## config.mk

```make
export PLATFORM = sky130hd
export DESIGN_NAME = sd_cmd_phy
export DESIGN_NICKNAME = d
export VERILOG_FILES = /design/src/rtl/sd_cmd_phy.sv
export SDC_FILE = /design/constraint.sdc
export NUM_CORES = 1
export LEC_CHECK = 0
export BUFFER_PORTS_ARGS = -buffer_cell sky130_fd_sc_hd__buf_2
export CORE_MARGIN = 3
export CORE_UTILIZATION = 60
export CTS_CLUSTER_SIZE = 40
export DETAILED_ROUTE_END_ITERATION = 6
export GPL_TIMING_DRIVEN = 1
export PLACE_DENSITY = 0.91
export SKIP_CTS_REPAIR_TIMING = 1
export SLEW_MARGIN = 5
export SYNTH_ARGS = -nofsm -noshare
export SYNTH_HDL_FRONTEND = slang
export SYNTH_SLANG_ARGS = --single-unit
```

## constraint.sdc

```tcl
create_clock -name clk -period 10.9 [get_ports clk]
set_input_delay 1.09 -clock clk [delete_from_list [all_inputs] [get_ports clk]]
set_output_delay 1.09 -clock clk [all_outputs]
set_load 0.1 [all_outputs]
```

## src/rtl/sd_cmd_phy.sv

```systemverilog
`timescale 1ns/1ps
// -----------------------------------------------------------------------------
// sd_cmd_phy
//   SD CMD line PHY. Serialises a 48-bit command frame and generates its CRC7
//   on the fly. Optionally receives a short (48-bit) or long (136-bit)
//   response and checks its CRC7, end bit and start-bit timeout. The block
//   sits between the SD controller FSM and the CMD pad tristate.
//
// Ports
//   clk        SD clock; all logic on the rising edge
//   rst        asynchronous, active-high reset; aborts and releases the line
//   start      one-cycle request, accepted only while idle (busy = 0)
//   cmd_index  command index, sampled on an accepted start
//   cmd_arg    command argument, sampled on an accepted start
//   resp_type  00 none, 01 short, 10 long, 11 short; sampled on start
//   crc_chk    1 = check the response CRC7; sampled on start
//   cmd_i      CMD pad input (already synchronised)
//   cmd_o      CMD pad output value
//   cmd_oe     CMD pad output enable
//   busy       high from the cycle after accept through the done cycle
//   done       one-cycle completion pulse
//   resp       received response bits, held until the next accepted start
//   timeout    no response start bit within NCR_MAX cycles (valid with done)
//   crc_err    response CRC7 mismatch (valid with done)
//   end_err    response end bit was 0 (valid with done)
//
// NCC must be at least 1.
// -----------------------------------------------------------------------------
module sd_cmd_phy #(
  parameter int NCR_MAX = 64,
  parameter int NCC     = 8,
  parameter int RESP_W  = 128
) (
  input  logic              clk,
  input  logic              rst,
  input  logic              start,
  input  logic [5:0]        cmd_index,
  input  logic [31:0]       cmd_arg,
  input  logic [1:0]        resp_type,
  input  logic              crc_chk,
  input  logic              cmd_i,
  output logic              cmd_o,
  output logic              cmd_oe,
  output logic              busy,
  output logic              done,
  output logic [RESP_W-1:0] resp,
  output logic              timeout,
  output logic              crc_err,
  output logic              end_err
);

  localparam int NCR_W = $clog2(NCR_MAX + 1);
  localparam int GAP_W = (NCC > 1) ? $clog2(NCC) : 1;

  typedef enum logic [2:0] {IDLE, SEND, WAIT, RECV, GAP, DONE} state_e;

  // One CRC7 step, polynomial x^7 + x^3 + 1, MSB-first serial input.
  function automatic logic [6:0] crc7_next(input logic [6:0] c, input logic b);
    logic fb;
    fb = c[6] ^ b;
    return {c[5:3], c[2] ^ fb, c[1:0], fb};
  endfunction

  state_e              state_q;
  logic [38:0]         tx_q;        // frame bits 1..39 still to be sent
  logic [7:0]          bit_q;       // bit position within SEND / RECV
  logic [NCR_W-1:0]    ncr_q;
  logic [GAP_W-1:0]    gap_q;
  logic [6:0]          crc_q;
  logic                has_resp_q;
  logic                long_q;
  logic                crc_chk_q;
  logic                cmd_o_q;
  logic                cmd_oe_q;
  logic                busy_q;
  logic                done_q;
  logic [RESP_W-1:0]   resp_q;
  logic                timeout_q;
  logic                crc_err_q;
  logic                end_err_q;

  // CRC input: the bit currently on the line while sending, the pad while
  // receiving.
  logic       crc_bit;
  logic [6:0] crc_d;

  // NOTE: both signals are assigned on every path, so no latch is inferred.
  always_comb begin
    crc_bit = (state_q == RECV) ? cmd_i : cmd_o_q;
    crc_d   = crc7_next(crc_q, crc_bit);
  end

  // Receive bit classification. Long responses skip the 7 header bits after
  // the start bit; their CRC covers CID/CSD[127:8] (positions 7..126).
  logic       rx_crc_en;
  logic       rx_store;
  logic       rx_last;

  always_comb begin
    rx_crc_en = long_q ? (bit_q >= 8'd7 && bit_q <= 8'd126) : (bit_q <= 8'd38);
    rx_store  = long_q ? (bit_q >= 8'd7) : 1'b1;
    rx_last   = long_q ? (bit_q == 8'd134) : (bit_q == 8'd46);
  end

  // NOTE: every register below is updated with non-blocking assignments, so
  // all branches see the values from before the clock edge.
  always_ff @(posedge clk or posedge rst) begin
    if (rst) begin
      state_q    <= IDLE;
      tx_q       <= '0;
      bit_q      <= '0;
      ncr_q      <= '0;
      gap_q      <= '0;
      crc_q      <= '0;
      has_resp_q <= 1'b0;
      long_q     <= 1'b0;
      crc_chk_q  <= 1'b0;
      cmd_o_q    <= 1'b1;
      cmd_oe_q   <= 1'b0;
      busy_q     <= 1'b0;
      done_q     <= 1'b0;
      // NOTE: resp is a flop array, not a RAM, so it is cleared by reset too.
      resp_q     <= '0;
      timeout_q  <= 1'b0;
      crc_err_q  <= 1'b0;
      end_err_q  <= 1'b0;
    end else begin
      done_q <= 1'b0;
      unique case (state_q)
        IDLE: begin
          if (start) begin
            tx_q       <= {1'b1, cmd_index, cmd_arg};
            has_resp_q <= (resp_type != 2'b00);
            long_q     <= (resp_type == 2'b10);
            crc_chk_q  <= crc_chk;
            resp_q     <= '0;
            timeout_q  <= 1'b0;
            crc_err_q  <= 1'b0;
            end_err_q  <= 1'b0;
            crc_q      <= '0;
            bit_q      <= '0;
            cmd_o_q    <= 1'b0;  // frame start bit
            cmd_oe_q   <= 1'b1;
            busy_q     <= 1'b1;
            state_q    <= SEND;
          end
        end

        SEND: begin
          // Bits 0..39 feed the CRC; the result then shifts out as bits 40..46.
          if (bit_q <= 8'd39) crc_q <= crc_d;
          else                crc_q <= {crc_q[5:0], 1'b0};

          if (bit_q < 8'd39)       cmd_o_q <= tx_q[38];
          else if (bit_q == 8'd39) cmd_o_q <= crc_d[6];
          else if (bit_q < 8'd46)  cmd_o_q <= crc_q[5];
          else                     cmd_o_q <= 1'b1;  // end bit, then idle high

          tx_q  <= {tx_q[37:0], 1'b0};
          bit_q <= bit_q + 8'd1;

          if (bit_q == 8'd47) begin
            cmd_oe_q <= 1'b0;
            if (has_resp_q) begin
              ncr_q   <= NCR_W'(1);
              state_q <= WAIT;
            end else begin
              gap_q   <= '0;
              state_q <= GAP;
            end
          end
        end

        WAIT: begin
          if (!cmd_i) begin
            // Start bit: not stored; as a 0 it leaves the zero CRC unchanged.
            bit_q   <= '0;
            crc_q   <= '0;
            state_q <= RECV;
          end else if (ncr_q == NCR_W'(NCR_MAX)) begin
            timeout_q <= 1'b1;
            done_q    <= 1'b1;
            state_q   <= DONE;
          end else begin
            ncr_q <= ncr_q + NCR_W'(1);
          end
        end

        RECV: begin
          if (rx_crc_en) crc_q <= crc_d;
          if (rx_last) begin
            end_err_q <= ~cmd_i;
            crc_err_q <= crc_chk_q && (crc_q != resp_q[6:0]);
            gap_q     <= '0;
            state_q   <= GAP;
          end else begin
            if (rx_store) resp_q <= {resp_q[RESP_W-2:0], cmd_i};
            bit_q <= bit_q + 8'd1;
          end
        end

        GAP: begin
          if (gap_q == GAP_W'(NCC - 1)) begin
            done_q  <= 1'b1;
            state_q <= DONE;
          end else begin
            gap_q <= gap_q + GAP_W'(1);
          end
        end

        DONE: begin
          busy_q  <= 1'b0;
          state_q <= IDLE;
        end

        default: state_q <= IDLE;
      endcase
    end
  end

  assign cmd_o   = cmd_o_q;
  assign cmd_oe  = cmd_oe_q;
  assign busy    = busy_q;
  assign done    = done_q;
  assign resp    = resp_q;
  assign timeout = timeout_q;
  assign crc_err = crc_err_q;
  assign end_err = end_err_q;

endmodule

```

==> results of run 1 <==
==> power by group <==
part	switching [W]	leakage (nW)	internal, W
logic	0.000108	3.58	0.0000463
clock network	0.000294	0.361	0.000471
registers	0.0000209	2.52	0.000783
total	0.000423	6.46	0.00130
==> worst max-delay path, cell delays in order, from the launching register on <==
cell and delay [ns]:
dfrtp_1 0.62, nand3b_1 0.27, buf_4 0.37, o21ai_0 0.34, and2_4 0.54, buf_4 0.84, mux2_2 0.42
==> sequential cells by signal, summed over array words and instances, names as in the netlist, 3 cells and up <==
signal,flops
crc_q,7
resp,128
tx_q,39
ncr_q,7
gap_q,3
state_q,3
bit_q,8
==> path summary, 6_finish.rpt <==
check                           start       end  cells after the start
setup / recovery           state_q[2]  resp[76]                      6
hold / removal               tx_q[15]  tx_q[15]                      2
setup reg to reg           state_q[2]  resp[76]                      6
hold reg to reg              tx_q[15]  tx_q[15]                      2
max in group asynchronous         rst  resp[79]                      3
min in group asynchronous         rst  resp[35]                      2
==> cell usage in the layout, fill, tap and decap left out, drive strengths merged, types with 8 or more instances in the layout <==
cell type  synthesis  final
dfrtp            204    204
buf               29    186
nor2             148    148
nand2             94     94
inv               76     77
mux2i             70     70
mux2              65     65
o22ai             38     38
clkbuf            23     27
o21ai             22     22
and3              14     14
nor3              11     11
nand3              9      9
nor2b              8      8
a21oi              8      8
==> metal layers <==
metal,global-route usage,part of all wire,vias to the layer above
met3,0.0477,0.055,32
met5,0,0,-
met4,0.0595,0.020,0
met2,0.399,0.49,213
met1,0.326,0.44,3551
li1,-,-,3323
==> stage by stage <==
step / instance area [um2] / power [W]
after global routing: 11200 / 0.00178
after global placement: 10500 / 0.000968
after detailed placement: 10500 / 0.000972
after CTS: 11200 / 0.00174
after floorplan: 9560 / 0.000935
final: 11200 / 0.00172
==> cell type report <==
class                   count  area (um2)  share of cell area
multi-input cells         565        3850               0.343
flip-flops and latches    205        5130               0.457
clock buffers              27         578              0.0515
well taps                 211         264              0.0235
inverters                  77         297              0.0264
repair buffers            186         948              0.0844
clock inverters            11         164              0.0146
==> cells by family after synthesis <==
| logic type | after synthesis | synth area share |
|---|---|---|
| DFF | 205 | 0.537 |
| and+or+nand+nor | 312 | 0.142 |
| muxes | 135 | 0.171 |
| AOI/OAI and AO/OA | 104 | 0.0746 |
| buffers and inverters | 129 | 0.0607 |
| xor gates and xnor gates | 8 | 0.00733 |
| adders and majority gates | 6 | 0.00785 |
==> qor.yml, run 1 <==
min_period_over_period: 0.327
rows: 45
yosysMostFrequentCell: "dfrtp_1"
grt_first_pass_wirelength_mm: 35.3
drtIter0Drc: 578
ir_drop_uv: 174
pre_cts_slack_ns: 7.36
viasPerCell: 5.55
synth_largest_area_cell: "dfrtp_1"
finish.utilization: 0.731
clkTransAtPathRegs_ns: 0.06
cp.arrival_ns: 3.94
setup_ws_ns: 7.34
core-area_mm2: 0.0154
die_w_um: 132
postSynthCellCount: 899
syn_area_mm2: 0.00956
powerDensity_mw_per_mm2: 153
ys_async_sr_fraction: 1.00
cp-start-kind: "flip-flop"
synthesis.nets: 950
yosysWarnings: 0
relSlewSlack: 0.203
yosysTopAreaCellShare: 0.534
hold_viol_final: 0
cp-end-kind: "flip-flop"
cts_buffers: 21
globalRouteOverflowTotal: 0
cts_tree: "yes"
hp-class: "flip-flop to flip-flop"
post_drt_wl_per_cell_um: 16.7
crit_required_ns: 11.28
leakage_nw: 6.46
synth_edf_count: 0
worstSkewPairLatency_ns: 0.50
status: "completed"
rsz0062_at_grt: "false"
finalMaxSlewViolations: 0
fmax_ghz: 0.281
initial_core_util: 0.622
io_pins: 180
crit_type: "flip-flop to flip-flop"
avgSynthCellArea_um2: 10.6
drive_gt1_frac: 0.275
portBuffers: 179
ys_types: 57
htree_num_levels: 1
track_usage: 0.239
clock_sinks: 205
fillers: 1077
dr.pass1.iters: 5
cp_max_fo: 68
dieArea_mm2: 0.0175
syn_to_final_growth_pct: 17.5
rrSetupSlack_ns: 7.34
hpwl_mm: 13.8
synth_seq_cells: 205
num_antenna_cells: 0
setup_viol: 0
synth_top_cells_by_area: "dfrtp_1 (53%), mux2_4 (8.6%), mux2i_1 (7.3%)"
fin_hold_ws_ns: 0.501
grt_pass1_vias: 7058
place_inst: 1244
fin_crit_ns: 3.56
skew_ns: 0.00942
clockBufferDepth: 3
synth_common_cells: "dfrtp_1 (204), nor2_1 (148), nand2_1 (94)"
root_buffer: "clkbuf_16"
num_vias: 7119
final_cells: 1282
worstMarginPinSlew_ns: 1.19
die_h_um: 132
gp_congestion: 0.883
ant_nets: 0
grt_max_degree: 136
cap_violations: 0
drt_wl_total_mm: 21.4
drc: 0
antenna_found_initial: 0
fin_nets: 1107
tns_ns: 0
synthFlopType: "dfrtp_1"
synth_sequential_area_ratio: 0.537
Power figures use the tool's default switching activity.
==> run 2: changes to the inputs <==
--- a/config.mk
+++ b/config.mk
@@ -7,11 +7,11 @@
 export LEC_CHECK = 0
 export BUFFER_PORTS_ARGS = -buffer_cell sky130_fd_sc_hd__buf_2
 export CORE_MARGIN = 3
-export CORE_UTILIZATION = 60
+export CORE_UTILIZATION = 56
 export CTS_CLUSTER_SIZE = 40
 export DETAILED_ROUTE_END_ITERATION = 6
 export GPL_TIMING_DRIVEN = 1
-export PLACE_DENSITY = 0.91
+export PLACE_DENSITY = 0.86
 export SKIP_CTS_REPAIR_TIMING = 1
 export SLEW_MARGIN = 5
 export SYNTH_ARGS = -nofsm -noshare
==> constraint.sdc (replaced) <==
create_clock -name clk -period 3.6 [get_ports clk]
set_input_delay 0.36 -clock clk [delete_from_list [all_inputs] [get_ports clk]]
set_output_delay 0.36 -clock clk [all_outputs]
set_load 0.1 [all_outputs]
==> qor.yml, run 2 (synthesis gave the netlist of run 1 again) <==
pre_cts_slack_ns: 0.959  # was 7.36 ns
skew_ns: 0.0106  # was 0.00942 ns
fin_nets: 1115  # was 1107
multi_input_area_mm2: 0.00385  # unchanged
globalRouteOverflowTotal: 0  # unchanged
fmax_ghz: 0.374  # was 0.281 GHz
cp.arrival_ns: 3.06  # was 3.94 ns
grt_first_pass_wirelength_mm: 34.6  # was 35.3 mm
dr.pass1.iters: 5  # unchanged
final_cell_mix: "dfrtp_1 (204), buf_2 (179), nor2_1 (148)"  # unchanged
cp-end-kind: "flip-flop"  # unchanged
slowest_delay_ns: 0.52  # was 0.84 ns
htree_num_levels: 1  # unchanged
p_total_w: 0.00531  # was 0.00172 W
finalMaxSlewViolations: 0  # unchanged
fin_hold_ws_ns: -0.00713  # was 0.501 ns
setup_viol: 0  # unchanged
clkTransAtPathRegs_ns: 0.06  # about the same
drive_gt1_frac: 0.281  # was 0.275
setup_ws_ns: 0.923  # was 7.34 ns
post_drt_wl_per_cell_um: 16.3  # was 16.7 um
grt_pass1_vias: 7031  # was 7058
rows: 47  # was 45
syn_to_final_growth_pct: 19.1  # was 17.5%
leakage_nw: 6.53  # was 6.46 nW
initial_core_util: 0.575  # was 0.622
powerDensity_mw_per_mm2: 466  # was 153 mW/mm2
rsz0062_at_grt: "false"  # unchanged
viasPerCell: 5.45  # was 5.55
met3WireLength_mm: 1.22  # was 1.19 mm
fin_crit_ns: 2.68  # was 3.56 ns
num_antenna_cells: 0  # unchanged
relSlewSlack: 0.457  # was 0.203
tns_ns: 0  # unchanged
crit_type: "flip-flop to flip-flop"  # unchanged
cp_max_fo: 45  # was 68
cts_buffers: 23  # was 21
fillers: 1252  # was 1077
drc: 0  # unchanged
critPathTopFamily: "simple AND/OR/NAND/NOR gates"  # was buffers and inverters
track_usage: 0.225  # was 0.239
final_cells: 1301  # was 1282
largest_register_ffs: 128  # unchanged
grt_max_degree: 86  # was 136
wl_met2_mm: 10.1  # was 10.4 mm
place_inst: 1259  # was 1244
die_h_um: 137  # was 132 um
met1_length_mm: 9.43  # was 9.30 mm
regArea_mm2: 0.00513  # unchanged
cp-start-kind: "flip-flop"  # unchanged
portBuffers: 179  # unchanged
io_pins: 180  # unchanged
hold_viol_final: 2  # was 0
status: "finished with violations"  # was completed
ir_drop_uv: 465  # was 174 uV
num_vias: 7087  # was 7119
dieArea_mm2: 0.0187  # was 0.0175 mm2
drt_wl_total_mm: 21.2  # was 21.4 mm
cap_violations: 0  # unchanged
highest_layer: "met4"  # unchanged
clock_sinks: 205  # unchanged
slowest_stage: "dfrtp_1"  # was buf_4
root_buffer: "clkbuf_16"  # unchanged
gp_congestion: 0.922  # was 0.883
path_cells: "and3_1, and3_1, o21ai_2, and2_4, buf_12, mux2_2"  # was nand3b_1, buf_4, o21ai_0, and2_4, buf_4, mux2_2
crit_required_ns: 3.99  # was 11.28 ns
worstMarginPinSlew_ns: 0.815  # was 1.19 ns
ant_nets: 0  # unchanged
die_w_um: 137  # was 132 um
antenna_found_initial: 0  # unchanged
path_buf_inv: 1  # was 2
hpwl_mm: 13.9  # was 13.8 mm
cts_tree: "yes"  # unchanged
core-area_mm2: 0.0166  # was 0.0154 mm2
clockBufferDepth: 3  # unchanged
worstSkewPairLatency_ns: 0.50  # about the same
violations: "negative hold slack"
cpMostUsedCell: "and3_1"  # was buf_4
mostFrequentLayoutCell: "dfrtp_1"  # unchanged
hp-class: "primary input to asynchronous set/reset pin"  # was flip-flop to flip-flop
drtIter0Drc: 375  # was 578
min_period_over_period: 0.744  # was 0.327
==> run 2: changes by cell type in the layout (fill, tap and decap cells not counted) <==
cell,change
clkbuf_16,+2
buf_12,+4
clkinv_2,-2
bufinv_16,-2
buf_4,+2
inv_8,-1
clkbuf_1,+1
clkinvlp_4,+1
clkbuf_8,+5
==> run 2: final timing paths <==
| path | from | to | slack (ns) | cells past startpoint |
|---|---|---|---|---|
| min in group clk | crc_chk | crc_chk_q | 0.05 | 3 |
| max | bit_q[3] | resp[84] | 0.92 | 6 |
| min | rst | resp[91] | -0.007 | 3 |
| min reg2reg | tx_q[34] | tx_q[34] | 0.49 | 2 |
| max in group asynchronous | rst | resp[49] | 2.87 | 3 |
| max reg2reg | bit_q[3] | resp[84] | 0.92 | 6 |
==> run 2: worst reg2reg max path: stages (launching register included) <==
cell	delay, ns
dfrtp_1	0.52
and3_1	0.28
and3_1	0.22
o21ai_2	0.28
and2_4	0.52
buf_12	0.37
mux2_2	0.39
==> run 2: layout make-up <==
cell class	count	area share
clock inverters	7	0.00824
clock buffers	35	0.0615
inverters	77	0.0257
repair buffers	192	0.0916
multi-input cells	565	0.338
flip-flops and latches	205	0.451
well taps	220	0.0242
==> run 2: stage by stage <==
stage	area [um2]	utilization	hold WS, ns
2_1_floorplan	9570	-	0.437
5_1_grt	11400	0.684	0.0317
4_1_cts	11400	0.684	0.0299
3_5_place_dp	10600	0.637	0.487
6_report	11400	0.684	-0.00713
3_3_place_gp	10600	0.637	0.478
==> run 2: routing by layer <==
metal / vias to the layer above / global-route usage
met5: - / 0
met4: 0 / 0.0705
met3: 36 / 0.0371
met2: 219 / 0.362
met1: 3497 / 0.316
li1: 3335 / -
==> run 2: power breakdown <==
group	switching, W	internal, W
clock network	0.000915	0.00149
registers	0.0000645	0.00237
logic	0.000327	0.000143
total	0.00131	0.00400
